**src/rtl/calc2_alu_sched.sv**
```systemverilog
// rtl/calc2_alu_sched.sv - four-port two-cycle request capture, per-port FIFOs, arbitrated shared pipelined ALU
// Build option: CALC2_SCHED_FIXED_PRIO_EN selects fixed priority (port 1 first) in place of round-robin.
module calc2_alu_sched #(
    parameter int ALU_LAT = 2,
    parameter int QDEPTH  = 4
) (
    input  logic        c_clk,
    input  logic        reset,
    input  logic [3:0]  req1_cmd_in,
    input  logic [31:0] req1_data_in,
    input  logic [1:0]  req1_tag_in,
    input  logic [3:0]  req2_cmd_in,
    input  logic [31:0] req2_data_in,
    input  logic [1:0]  req2_tag_in,
    input  logic [3:0]  req3_cmd_in,
    input  logic [31:0] req3_data_in,
    input  logic [1:0]  req3_tag_in,
    input  logic [3:0]  req4_cmd_in,
    input  logic [31:0] req4_data_in,
    input  logic [1:0]  req4_tag_in,
    output logic [1:0]  out_resp1,
    output logic [31:0] out_data1,
    output logic [1:0]  out_tag1,
    output logic [1:0]  out_resp2,
    output logic [31:0] out_data2,
    output logic [1:0]  out_tag2,
    output logic [1:0]  out_resp3,
    output logic [31:0] out_data3,
    output logic [1:0]  out_tag3,
    output logic [1:0]  out_resp4,
    output logic [31:0] out_data4,
    output logic [1:0]  out_tag4,
    output logic [3:0]  ovf_err
);
    localparam int NP = 4;
    localparam int PW = (QDEPTH > 1) ? $clog2(QDEPTH) : 1;
    localparam int LS = ALU_LAT - 1;
    localparam logic [PW-1:0] PTR_LAST = PW'(QDEPTH - 1);
    localparam logic [3:0]    CNT_FULL = 4'(QDEPTH);

    localparam logic [3:0] CMD_ADD = 4'd1;
    localparam logic [3:0] CMD_SUB = 4'd2;
    localparam logic [3:0] CMD_SHL = 4'd5;
    localparam logic [3:0] CMD_SHR = 4'd6;
    localparam logic [1:0] RESP_OK  = 2'b01;
    localparam logic [1:0] RESP_ERR = 2'b10;

    typedef enum logic {CAP_IDLE, CAP_OP2} cap_state_t;

    typedef struct packed {
        logic [3:0]  cmd;
        logic [31:0] op1;
        logic [31:0] op2;
        logic [1:0]  tag;
    } req_t;

    logic [3:0]  cmd_in  [NP];
    logic [31:0] data_in [NP];
    logic [1:0]  tag_in  [NP];

    assign cmd_in[0]  = req1_cmd_in;
    assign cmd_in[1]  = req2_cmd_in;
    assign cmd_in[2]  = req3_cmd_in;
    assign cmd_in[3]  = req4_cmd_in;
    assign data_in[0] = req1_data_in;
    assign data_in[1] = req2_data_in;
    assign data_in[2] = req3_data_in;
    assign data_in[3] = req4_data_in;
    assign tag_in[0]  = req1_tag_in;
    assign tag_in[1]  = req2_tag_in;
    assign tag_in[2]  = req3_tag_in;
    assign tag_in[3]  = req4_tag_in;

    cap_state_t  cap_state_q [NP];
    logic [3:0]  cap_cmd_q   [NP];
    logic [31:0] cap_op1_q   [NP];
    logic [1:0]  cap_tag_q   [NP];

    // The cmd input is deliberately not looked at while waiting for operand 2.
    always_ff @(posedge c_clk or negedge reset) begin
        if (!reset) begin
            for (int p = 0; p < NP; p++) begin
                cap_state_q[p] <= CAP_IDLE;
                cap_cmd_q[p]   <= 4'd0;
                cap_op1_q[p]   <= 32'd0;
                cap_tag_q[p]   <= 2'd0;
            end
        end else begin
            for (int p = 0; p < NP; p++) begin
                case (cap_state_q[p])
                    CAP_IDLE: begin
                        if (cmd_in[p] != 4'd0) begin
                            cap_state_q[p] <= CAP_OP2;
                            cap_cmd_q[p]   <= cmd_in[p];
                            cap_op1_q[p]   <= data_in[p];
                            cap_tag_q[p]   <= tag_in[p];
                        end
                    end
                    default: cap_state_q[p] <= CAP_IDLE;
                endcase
            end
        end
    end

    req_t          fifo_mem [NP][2**PW];
    logic [PW-1:0] wr_ptr_q [NP];
    logic [PW-1:0] wr_ptr_d [NP];
    logic [PW-1:0] rd_ptr_q [NP];
    logic [PW-1:0] rd_ptr_d [NP];
    logic [3:0]    count_q  [NP];
    logic [3:0]    count_d  [NP];
    logic [NP-1:0] ovf_q;
    logic [NP-1:0] ovf_d;
    logic [NP-1:0] enq_req;
    logic [NP-1:0] enq_ok;
    logic [NP-1:0] pop;
    logic [NP-1:0] nonempty;
    req_t          enq_entry [NP];

    logic          grant_vld;
    logic [1:0]    grant_idx;

    // Fullness is judged before this cycle's pop, so a pop does not rescue a colliding enqueue.
    always_comb begin
        enq_req  = '0;
        enq_ok   = '0;
        pop      = '0;
        nonempty = '0;
        for (int p = 0; p < NP; p++) begin
            enq_req[p]   = (cap_state_q[p] == CAP_OP2);
            enq_ok[p]    = enq_req[p] && (count_q[p] != CNT_FULL);
            pop[p]       = grant_vld && (grant_idx == 2'(p));
            nonempty[p]  = (count_q[p] != 4'd0);
            enq_entry[p] = {cap_cmd_q[p], cap_op1_q[p], data_in[p], cap_tag_q[p]};
        end
        ovf_d = ovf_q | (enq_req & ~enq_ok);
    end

    always_comb begin
        for (int p = 0; p < NP; p++) begin
            wr_ptr_d[p] = wr_ptr_q[p];
            rd_ptr_d[p] = rd_ptr_q[p];
            count_d[p]  = count_q[p];
            if (enq_ok[p]) begin
                wr_ptr_d[p] = (wr_ptr_q[p] == PTR_LAST) ? '0 : wr_ptr_q[p] + 1'b1;
            end
            if (pop[p]) begin
                rd_ptr_d[p] = (rd_ptr_q[p] == PTR_LAST) ? '0 : rd_ptr_q[p] + 1'b1;
            end
            case ({enq_ok[p], pop[p]})
                2'b10:   count_d[p] = count_q[p] + 4'd1;
                2'b01:   count_d[p] = count_q[p] - 4'd1;
                default: count_d[p] = count_q[p];
            endcase
        end
    end

    always_ff @(posedge c_clk) begin
        for (int p = 0; p < NP; p++) begin
            if (enq_ok[p]) begin
                fifo_mem[p][wr_ptr_q[p]] <= enq_entry[p];
            end
        end
    end

`ifdef CALC2_SCHED_FIXED_PRIO_EN
    always_comb begin
        grant_vld = 1'b0;
        grant_idx = 2'd0;
        for (int i = NP - 1; i >= 0; i--) begin
            if (nonempty[i]) begin
                grant_vld = 1'b1;
                grant_idx = 2'(i);
            end
        end
    end
`else
    logic [1:0] rr_q;
    logic [1:0] rr_d;
    logic [1:0] rr_cand;

    // Scan from the farthest offset down so the port nearest the pointer wins.
    always_comb begin
        grant_vld = 1'b0;
        grant_idx = 2'd0;
        rr_cand   = 2'd0;
        for (int i = NP - 1; i >= 0; i--) begin
            rr_cand = rr_q + 2'(i);
            if (nonempty[rr_cand]) begin
                grant_vld = 1'b1;
                grant_idx = rr_cand;
            end
        end
        rr_d = grant_vld ? grant_idx + 2'd1 : rr_q;
    end
`endif

    req_t        head;
    logic [32:0] alu_sum;
    logic [1:0]  alu_resp;
    logic [31:0] alu_data;

    assign head = fifo_mem[grant_idx][rd_ptr_q[grant_idx]];

    always_comb begin
        alu_resp = RESP_ERR;
        alu_data = 32'd0;
        alu_sum  = {1'b0, head.op1} + {1'b0, head.op2};
        case (head.cmd)
            CMD_ADD: begin
                if (!alu_sum[32]) begin
                    alu_resp = RESP_OK;
                    alu_data = alu_sum[31:0];
                end
            end
            CMD_SUB: begin
                if (head.op2 <= head.op1) begin
                    alu_resp = RESP_OK;
                    alu_data = head.op1 - head.op2;
                end
            end
            CMD_SHL: begin
                alu_resp = RESP_OK;
                alu_data = head.op1 << head.op2[4:0];
            end
            CMD_SHR: begin
                alu_resp = RESP_OK;
                alu_data = head.op1 >> head.op2[4:0];
            end
            default: begin
                alu_resp = RESP_ERR;
                alu_data = 32'd0;
            end
        endcase
    end

    logic [ALU_LAT-1:0] pv_q;
    logic [ALU_LAT-1:0] pv_d;
    logic [1:0]         pport_q [ALU_LAT];
    logic [1:0]         pport_d [ALU_LAT];
    logic [1:0]         ptag_q  [ALU_LAT];
    logic [1:0]         ptag_d  [ALU_LAT];
    logic [1:0]         presp_q [ALU_LAT];
    logic [1:0]         presp_d [ALU_LAT];
    logic [31:0]        pdata_q [ALU_LAT];
    logic [31:0]        pdata_d [ALU_LAT];

    // Stage 0 holds the finished result; the remaining stages only add latency.
    always_comb begin
        pv_d       = '0;
        pv_d[0]    = grant_vld;
        pport_d[0] = grant_vld ? grant_idx : 2'd0;
        ptag_d[0]  = grant_vld ? head.tag  : 2'd0;
        presp_d[0] = grant_vld ? alu_resp  : 2'b00;
        pdata_d[0] = grant_vld ? alu_data  : 32'd0;
        for (int k = 1; k < ALU_LAT; k++) begin
            pv_d[k]    = pv_q[k-1];
            pport_d[k] = pport_q[k-1];
            ptag_d[k]  = ptag_q[k-1];
            presp_d[k] = presp_q[k-1];
            pdata_d[k] = pdata_q[k-1];
        end
    end

    always_ff @(posedge c_clk or negedge reset) begin
        if (!reset) begin
            for (int p = 0; p < NP; p++) begin
                wr_ptr_q[p] <= '0;
                rd_ptr_q[p] <= '0;
                count_q[p]  <= 4'd0;
            end
            ovf_q <= '0;
            pv_q  <= '0;
            for (int k = 0; k < ALU_LAT; k++) begin
                pport_q[k] <= 2'd0;
                ptag_q[k]  <= 2'd0;
                presp_q[k] <= 2'b00;
                pdata_q[k] <= 32'd0;
            end
`ifndef CALC2_SCHED_FIXED_PRIO_EN
            rr_q <= 2'd0;
`endif
        end else begin
            for (int p = 0; p < NP; p++) begin
                wr_ptr_q[p] <= wr_ptr_d[p];
                rd_ptr_q[p] <= rd_ptr_d[p];
                count_q[p]  <= count_d[p];
            end
            ovf_q <= ovf_d;
            pv_q  <= pv_d;
            for (int k = 0; k < ALU_LAT; k++) begin
                pport_q[k] <= pport_d[k];
                ptag_q[k]  <= ptag_d[k];
                presp_q[k] <= presp_d[k];
                pdata_q[k] <= pdata_d[k];
            end
`ifndef CALC2_SCHED_FIXED_PRIO_EN
            rr_q <= rr_d;
`endif
        end
    end

    logic [1:0]  resp_o [NP];
    logic [31:0] data_o [NP];
    logic [1:0]  tag_o  [NP];

    always_comb begin
        for (int p = 0; p < NP; p++) begin
            resp_o[p] = 2'b00;
            data_o[p] = 32'd0;
            tag_o[p]  = 2'd0;
        end
        if (pv_q[LS]) begin
            resp_o[pport_q[LS]] = presp_q[LS];
            data_o[pport_q[LS]] = pdata_q[LS];
            tag_o[pport_q[LS]]  = ptag_q[LS];
        end
    end

    assign out_resp1 = resp_o[0];
    assign out_data1 = data_o[0];
    assign out_tag1  = tag_o[0];
    assign out_resp2 = resp_o[1];
    assign out_data2 = data_o[1];
    assign out_tag2  = tag_o[1];
    assign out_resp3 = resp_o[2];
    assign out_data3 = data_o[2];
    assign out_tag3  = tag_o[2];
    assign out_resp4 = resp_o[3];
    assign out_data4 = data_o[3];
    assign out_tag4  = tag_o[3];
    assign ovf_err   = ovf_q;

endmodule

```
**config.mk**
```make
export PLATFORM = sky130hd
export DESIGN_NAME = calc2_alu_sched
export DESIGN_NICKNAME = d
export VERILOG_FILES = /design/src/rtl/calc2_alu_sched.sv
export SDC_FILE = /design/constraint.sdc
export NUM_CORES = 2
export LEC_CHECK = 0
export BUFFER_PORTS_ARGS = -buffer_cell sky130_fd_sc_hd__buf_2
export CAP_MARGIN = 20
export CORE_MARGIN = 5
export CORE_UTILIZATION = 35
export CTS_BUF_LIST = sky130_fd_sc_hd__clkbuf_2 sky130_fd_sc_hd__clkbuf_4 sky130_fd_sc_hd__clkbuf_8
export CTS_CLUSTER_DIAMETER = 60
export CTS_CLUSTER_SIZE = 30
export DETAILED_ROUTE_END_ITERATION = 16
export PLACE_DENSITY = 0.51
export SYNTH_ARGS = -nofsm -noshare
export SYNTH_HDL_FRONTEND = slang
export SYNTH_SLANG_ARGS = --single-unit
```
**constraint.sdc**
```tcl
create_clock -name c_clk -period 9.26 [get_ports c_clk]
set_input_delay 1.389 -clock c_clk [delete_from_list [all_inputs] [get_ports c_clk]]
set_output_delay 1.389 -clock c_clk [all_outputs]
set_load 0.01 [all_outputs]
```
# Word-level counts from Yosys, hierarchy flattened
# Memories as Yosys holds them, arrays and structs flattened.
# Index checks and enable logic that the tools add are counted.
# word_totals
memories	1
in_bits	154
mem_bits_rw	1120
elab_cells	231
output_inout_bits	148
reg_bits	272
# mem_list
memory	depth	word_bits	rd	rd_ports_with_merged_regs	wr	line_no	rtl
fifo_mem	4	280	1	0	4	105	req_t fifo_mem [NP][2**PW];
# op_classes
reduce_logical	31
addsub	22
n_mux	75
order_cmp	17
n_eq_ne	27
n_shift	2
bitwise	17
# ops
op	count
$mux W280	4
$demux W70 S2	4
$mux W70	6
$bmux W70 S2	1
$and A128 B128 Y128	1
$mux W128	1
$mux W32	4
$pmux W32 S4	1
$demux W32 S2	1
$mux W2	20
$add A32 B32 Y33	1
$le A32 B32 Y1	1
$pmux W4 S2	4
$reduce_bool A4 Y1	8
$shl A32 B5 Y32	1
$shr A32 B5 Y32	1
$sub A32 B32 Y32	1
$eq A2 B2 Y1 const B	14
$ge A3 B3 Y1 const B	7
$not A2 Y3	7
$add A2 B1 Y2 const B	10
$mux W1	20
$add A4 B1 Y4 const B	4
$and A8 B8 Y8	2
23 further kinds	67

# Depth between registers and ports, before layout
# logic_depth
word_depth	19
depth_mapped	33
mapped_depth_nobuf	27

# Worst setup path after synthesis
# No wires, ideal clock.
# synth_path
kind	flip-flop to flip-flop
startpoint	reg count_q[9] (netlist name)
endpoint	reg pdata_q, in the netlist pdata_d[4]
t_arrival_ns	6.538
path_buffers	6
t_required_ns	9.123
period_less_slack_ns	6.675
slack_ns	2.585
stages_incl_launch_ff	30
setup_time_ns	0.137
cell_sequence	dfrtp_1 > or4_1 > buf_2 > a22oi_2 > o21a_4 > mux2i_1 > nand2_1 > nand2_1 > buf_2 > buf_2 > clkbuf_1 > clkbuf_1 > nand2_1 > nand3_1 > nand3_1 > nand3_1 > o21a_1 > ha_1 > clkbuf_1 > o21a_1 > o21ai_0 > a221oi_1 > o21ai_0 > a211oi_1 > nor2_1 > o31ai_1 > a211oi_2 > a221o_1 > a222oi_1 > a31oi_1
# synth_rtl
item	line_no	rtl
start, declared	110	logic [3:0] count_q [NP];
start signal, assigned by index	287	count_q[p] <= count_d[p];
end signal, assigned by index	295	pdata_q[k] <= pdata_d[k];
end, declared	245	logic [31:0] pdata_q [ALU_LAT];

==> impl_summary.log <==
INFO  metric io_buffers = 301
INFO  metric synth_cells = 5102
INFO  metric drt_pass1_iterations = 6
INFO  metric post_drt_via_cell_ratio = 5.63
INFO  metric antenna_violations_before_repair = 53
INFO  metric clk_path_buf_depth = 3
INFO  metric drive_above_1_share = 0.166
INFO  metric cts_tree = built
INFO  metric drt-total-wl = 216000 um
INFO  metric finalSetupViolations = 0
INFO  metric timing.max_cap.violations = 0
INFO  metric synth.distinct_cells = 94
INFO  metric async_flop_share = 0.195
INFO  metric tns = 0 ns
INFO  metric cts-root-buf = clkbuf_8
INFO  metric die-area = 0.188 mm^2
INFO  metric place.gp.congestion = 0.912
INFO  metric routed_wirelength_normalized_by_instance_count = 27.9 um
INFO  metric global_route.usage.total = 0.224
INFO  metric skew_pair_late_insertion_delay = 0.94 ns
INFO  metric yosys_register_bits = 1392
INFO  metric critical_path_peak_fanout = 88
INFO  metric fin_worst_skew = 0.0726 ns
INFO  metric row_count = 155
INFO  metric floorplan.die.height = 433 um
INFO  metric seq_area_frac_synth = 0.645
INFO  metric fp.dieW = 433 um
INFO  metric hp-class = register to register
INFO  metric dp.final_hpwl = 138000 um
INFO  metric drt_first_iter_violations = 4592
INFO  metric cts.sink_count = 1392
INFO  metric core_area = 0.178 mm^2
INFO  metric slew-limit-headroom = 0.220
INFO  metric grt_setup_unrepaired = false
INFO  metric critical_path.startpoint_type = register
INFO  metric drcViolationCount = 0
INFO  metric filler_cell_count = 17000
INFO  metric via_count_of_the_first_global_routing_pass = 41400
INFO  metric grt_max_degree = 170
INFO  metric max_freq = 0.118 GHz
INFO  metric layout_min_cycle_time = 8.48 ns
INFO  metric detail-route-antenna-nets = 0
INFO  metric run_status = completed
INFO  metric data_required_time_at_the_worst_endpoint = 9.96 ns
INFO  metric syn_area = 0.0627 mm^2
INFO  metric starting_density_of_the_core = 0.352
INFO  metric numCtsBuffers = 110
INFO  metric timing.critical_path.to_type = register
INFO  metric quantity_of_hold_fixing_buffers_added_after_cts = 0
INFO  metric clock_pin_slew_of_the_registers_on_the_worst_case_setup_and_hold_paths = 0.10 ns
INFO  metric synth.net_count = 5363
INFO  metric grt_remaining_overflow = 0
INFO  metric tightestPinTransition = 1.16 ns
INFO  metric post_layout_nets = 5528
INFO  metric ys.flop_type = edfxtp_1
INFO  metric dr_vias = 43600
INFO  metric timing.final.max_slew_violations = 0
INFO  metric postCtsResizedCells = 0
INFO  metric synth_enable_flop_cells = 1120
INFO  metric i_o_pins = 302
INFO  metric htree_num_levels = 3
INFO  metric post_cts_buffers = 0
INFO  metric critPathArrivalTime = 9.18 ns
INFO  metric ys_warn_count = 0
INFO  metric syn-mean-instance-area = 12.3 um^2
INFO  metric period_share = 0.916
INFO  metric syn2layout_area_growth = 11.1%
INFO  metric setup.worst_path.class = register to register
INFO  metric final_hold_vios = 0
INFO  metric grt_first_pass_wirelength = 308000 um
-- placed cells by master, fill, tap and decap left out, drive strengths merged, types with 16 or more instances in the layout --
cell / Yosys / final
a21oi: 133 / 133
a211oi: 30 / 30
nand3: 358 / 358
clkinv: 1 / 34
o22ai: 21 / 21
edfxtp: 1120 / 1120
o21a: 41 / 41
and3: 23 / 23
a221oi: 20 / 20
a221o: 18 / 18
nand2: 879 / 879
a21o: 24 / 24
mux2: 208 / 208
inv: 132 / 174
nor3: 23 / 23
o21ai: 96 / 96
ha: 101 / 101
dfrtp: 272 / 272
a31oi: 282 / 282
mux2i: 263 / 263
nor2: 298 / 298
a22oi: 144 / 144
xnor2: 18 / 18
nand2b: 16 / 16
clkbuf: 196 / 118
nor4: 18 / 18
buf: 154 / 403
diode: 0 / 26
o211ai: 25 / 25
-- stage by stage --
| step | worst slack, ns | utilization | hold WS, ns | instance area [um^2] | instances |
|---|---|---|---|---|---|
| 2_1_floorplan | 2.58 | - | 0.331 | 62700 | 5102 |
| 3_3_place_gp | 1.14 | 0.374 | 0.335 | 66800 | 7509 |
| 3_5_place_dp | 1.02 | 0.374 | 0.335 | 66800 | 7509 |
| 4_1_cts | 0.957 | 0.390 | 0.350 | 69600 | 7716 |
| 5_1_grt | 0.333 | 0.390 | 0.348 | 69600 | 7727 |
| 6_report | 0.779 | 0.391 | 0.348 | 69700 | 7743 |
-- kinds of logic (layout without fill, tap and decap cells) --
logic type	count (synthesis)	after routing	share of synthesized area
compound gates	927	927	0.0999
xor+xnor	28	28	0.00391
fa+ha+maj	107	107	0.0221
buf+inv	483	743	0.0325
flops	1392	1392	0.645
mux	480	480	0.0825
other cells	0	26	0
simple gates	1685	1685	0.115
-- synth_stat cells (15+ instances only) --
cell,count,share of area
nor4_1,16,0.0016
mux2i_1,263,0.042
buf_4,15,0.0018
and3_1,23,0.0023
o221ai_1,15,0.0021
inv_1,126,0.0075
nand3_1,358,0.029
xnor2_1,18,0.0025
buf_1,41,0.0025
a22oi_1,143,0.017
nand2b_1,16,0.0016
ha_1,101,0.020
o211ai_1,23,0.0028
nor3_1,22,0.0018
mux2_2,206,0.037
dfrtp_1,272,0.11
buf_2,92,0.0073
edfxtp_1,1120,0.54
o21ai_0,83,0.0066
a221oi_1,20,0.0028
nand2_1,878,0.053
clkbuf_1,195,0.012
nor2_1,296,0.018
o22ai_1,18,0.0018
a221o_1,18,0.0029
a21o_1,24,0.0029
a31oi_1,282,0.028
a21oi_1,133,0.011
a211oi_1,26,0.0031
o21a_1,40,0.0048
-- worst paths after layout --
kind                                                  end                    from  depth (start not counted)  slack [ns]
worst max-delay path                 pdata_d[9]$_DFF_PN0_  count_q[9]$_DFFE_PN0P_                         27        0.78
worst min-delay path                pdata_q[18]$_DFF_PN0_   pdata_d[18]$_DFF_PN0_                          0        0.35
max in group asynchronous         rd_ptr_q[7]$_DFFE_PN0P_                   reset                          2        7.35
min in group asynchronous       cap_op1_q[95]$_DFFE_PN0P_                   reset                          1        0.44
worst max register to register       pdata_d[9]$_DFF_PN0_  count_q[9]$_DFFE_PN0P_                         27        0.78
worst min register to register      pdata_q[18]$_DFF_PN0_   pdata_d[18]$_DFF_PN0_                          0        0.35
-- state kept, by name (all words and copies together), names as in the netlist, 4 cells and up --
name         cells
pdata_d         32
pdata_q         32
cap_state_q      4
ovf_err          4
fifo_mem      1120
rd_ptr_q         8
count_q         16
cap_cmd_q       16
cap_op1_q      128
wr_ptr_q         8
cap_tag_q        8
-- critical path, stage by stage (launching register included) --
cell      delay, ns
dfrtp_1        0.44
or4_1          0.72
a211oi_2       0.41
o21a_4         0.55
inv_8          0.23
a21boi_2       0.32
nand2_1        0.14
nand2_4        0.24
buf_12         0.37
nand2_1        0.12
nand3_1        0.10
a21oi_1        0.08
nor2_1         0.31
o21a_1         0.30
ha_1           0.43
nand2b_1       0.16
a21oi_1        0.06
o21ai_0        0.16
a21oi_1        0.10
nor4_1         0.27
a21oi_1        0.16
a221o_1        0.38
a21oi_1        0.26
or3b_1         0.76
buf_4          0.30
o221ai_1       0.16
a221oi_1       0.47
a21oi_1        0.17
-- metal layers --
| layer | wire length (um) | track usage | vias to the layer above |
|---|---|---|---|
| met5 | 79 | 0 | - |
| met4 | 5780 | 0.0649 | 12 |
| met3 | 15000 | 0.0336 | 295 |
| met2 | 99500 | 0.358 | 1718 |
| met1 | 95300 | 0.319 | 22300 |
| li1 | - | - | 19200 |
-- cell type report --
class	count	area [um^2]	share of cell area
sequential	1392	40400	0.580
multi-input combinational	3227	20400	0.293
tap	2355	2950	0.0423
timing repair buffer	403	2510	0.0361
clock buffer	118	1600	0.0229
clock inverter	89	1170	0.0169
inverter	133	519	0.00745
antenna	26	65.1	0.000934
Power is not shown: default switching activity piles up to over one toggle a cycle in this logic, so the estimate is an artifact.
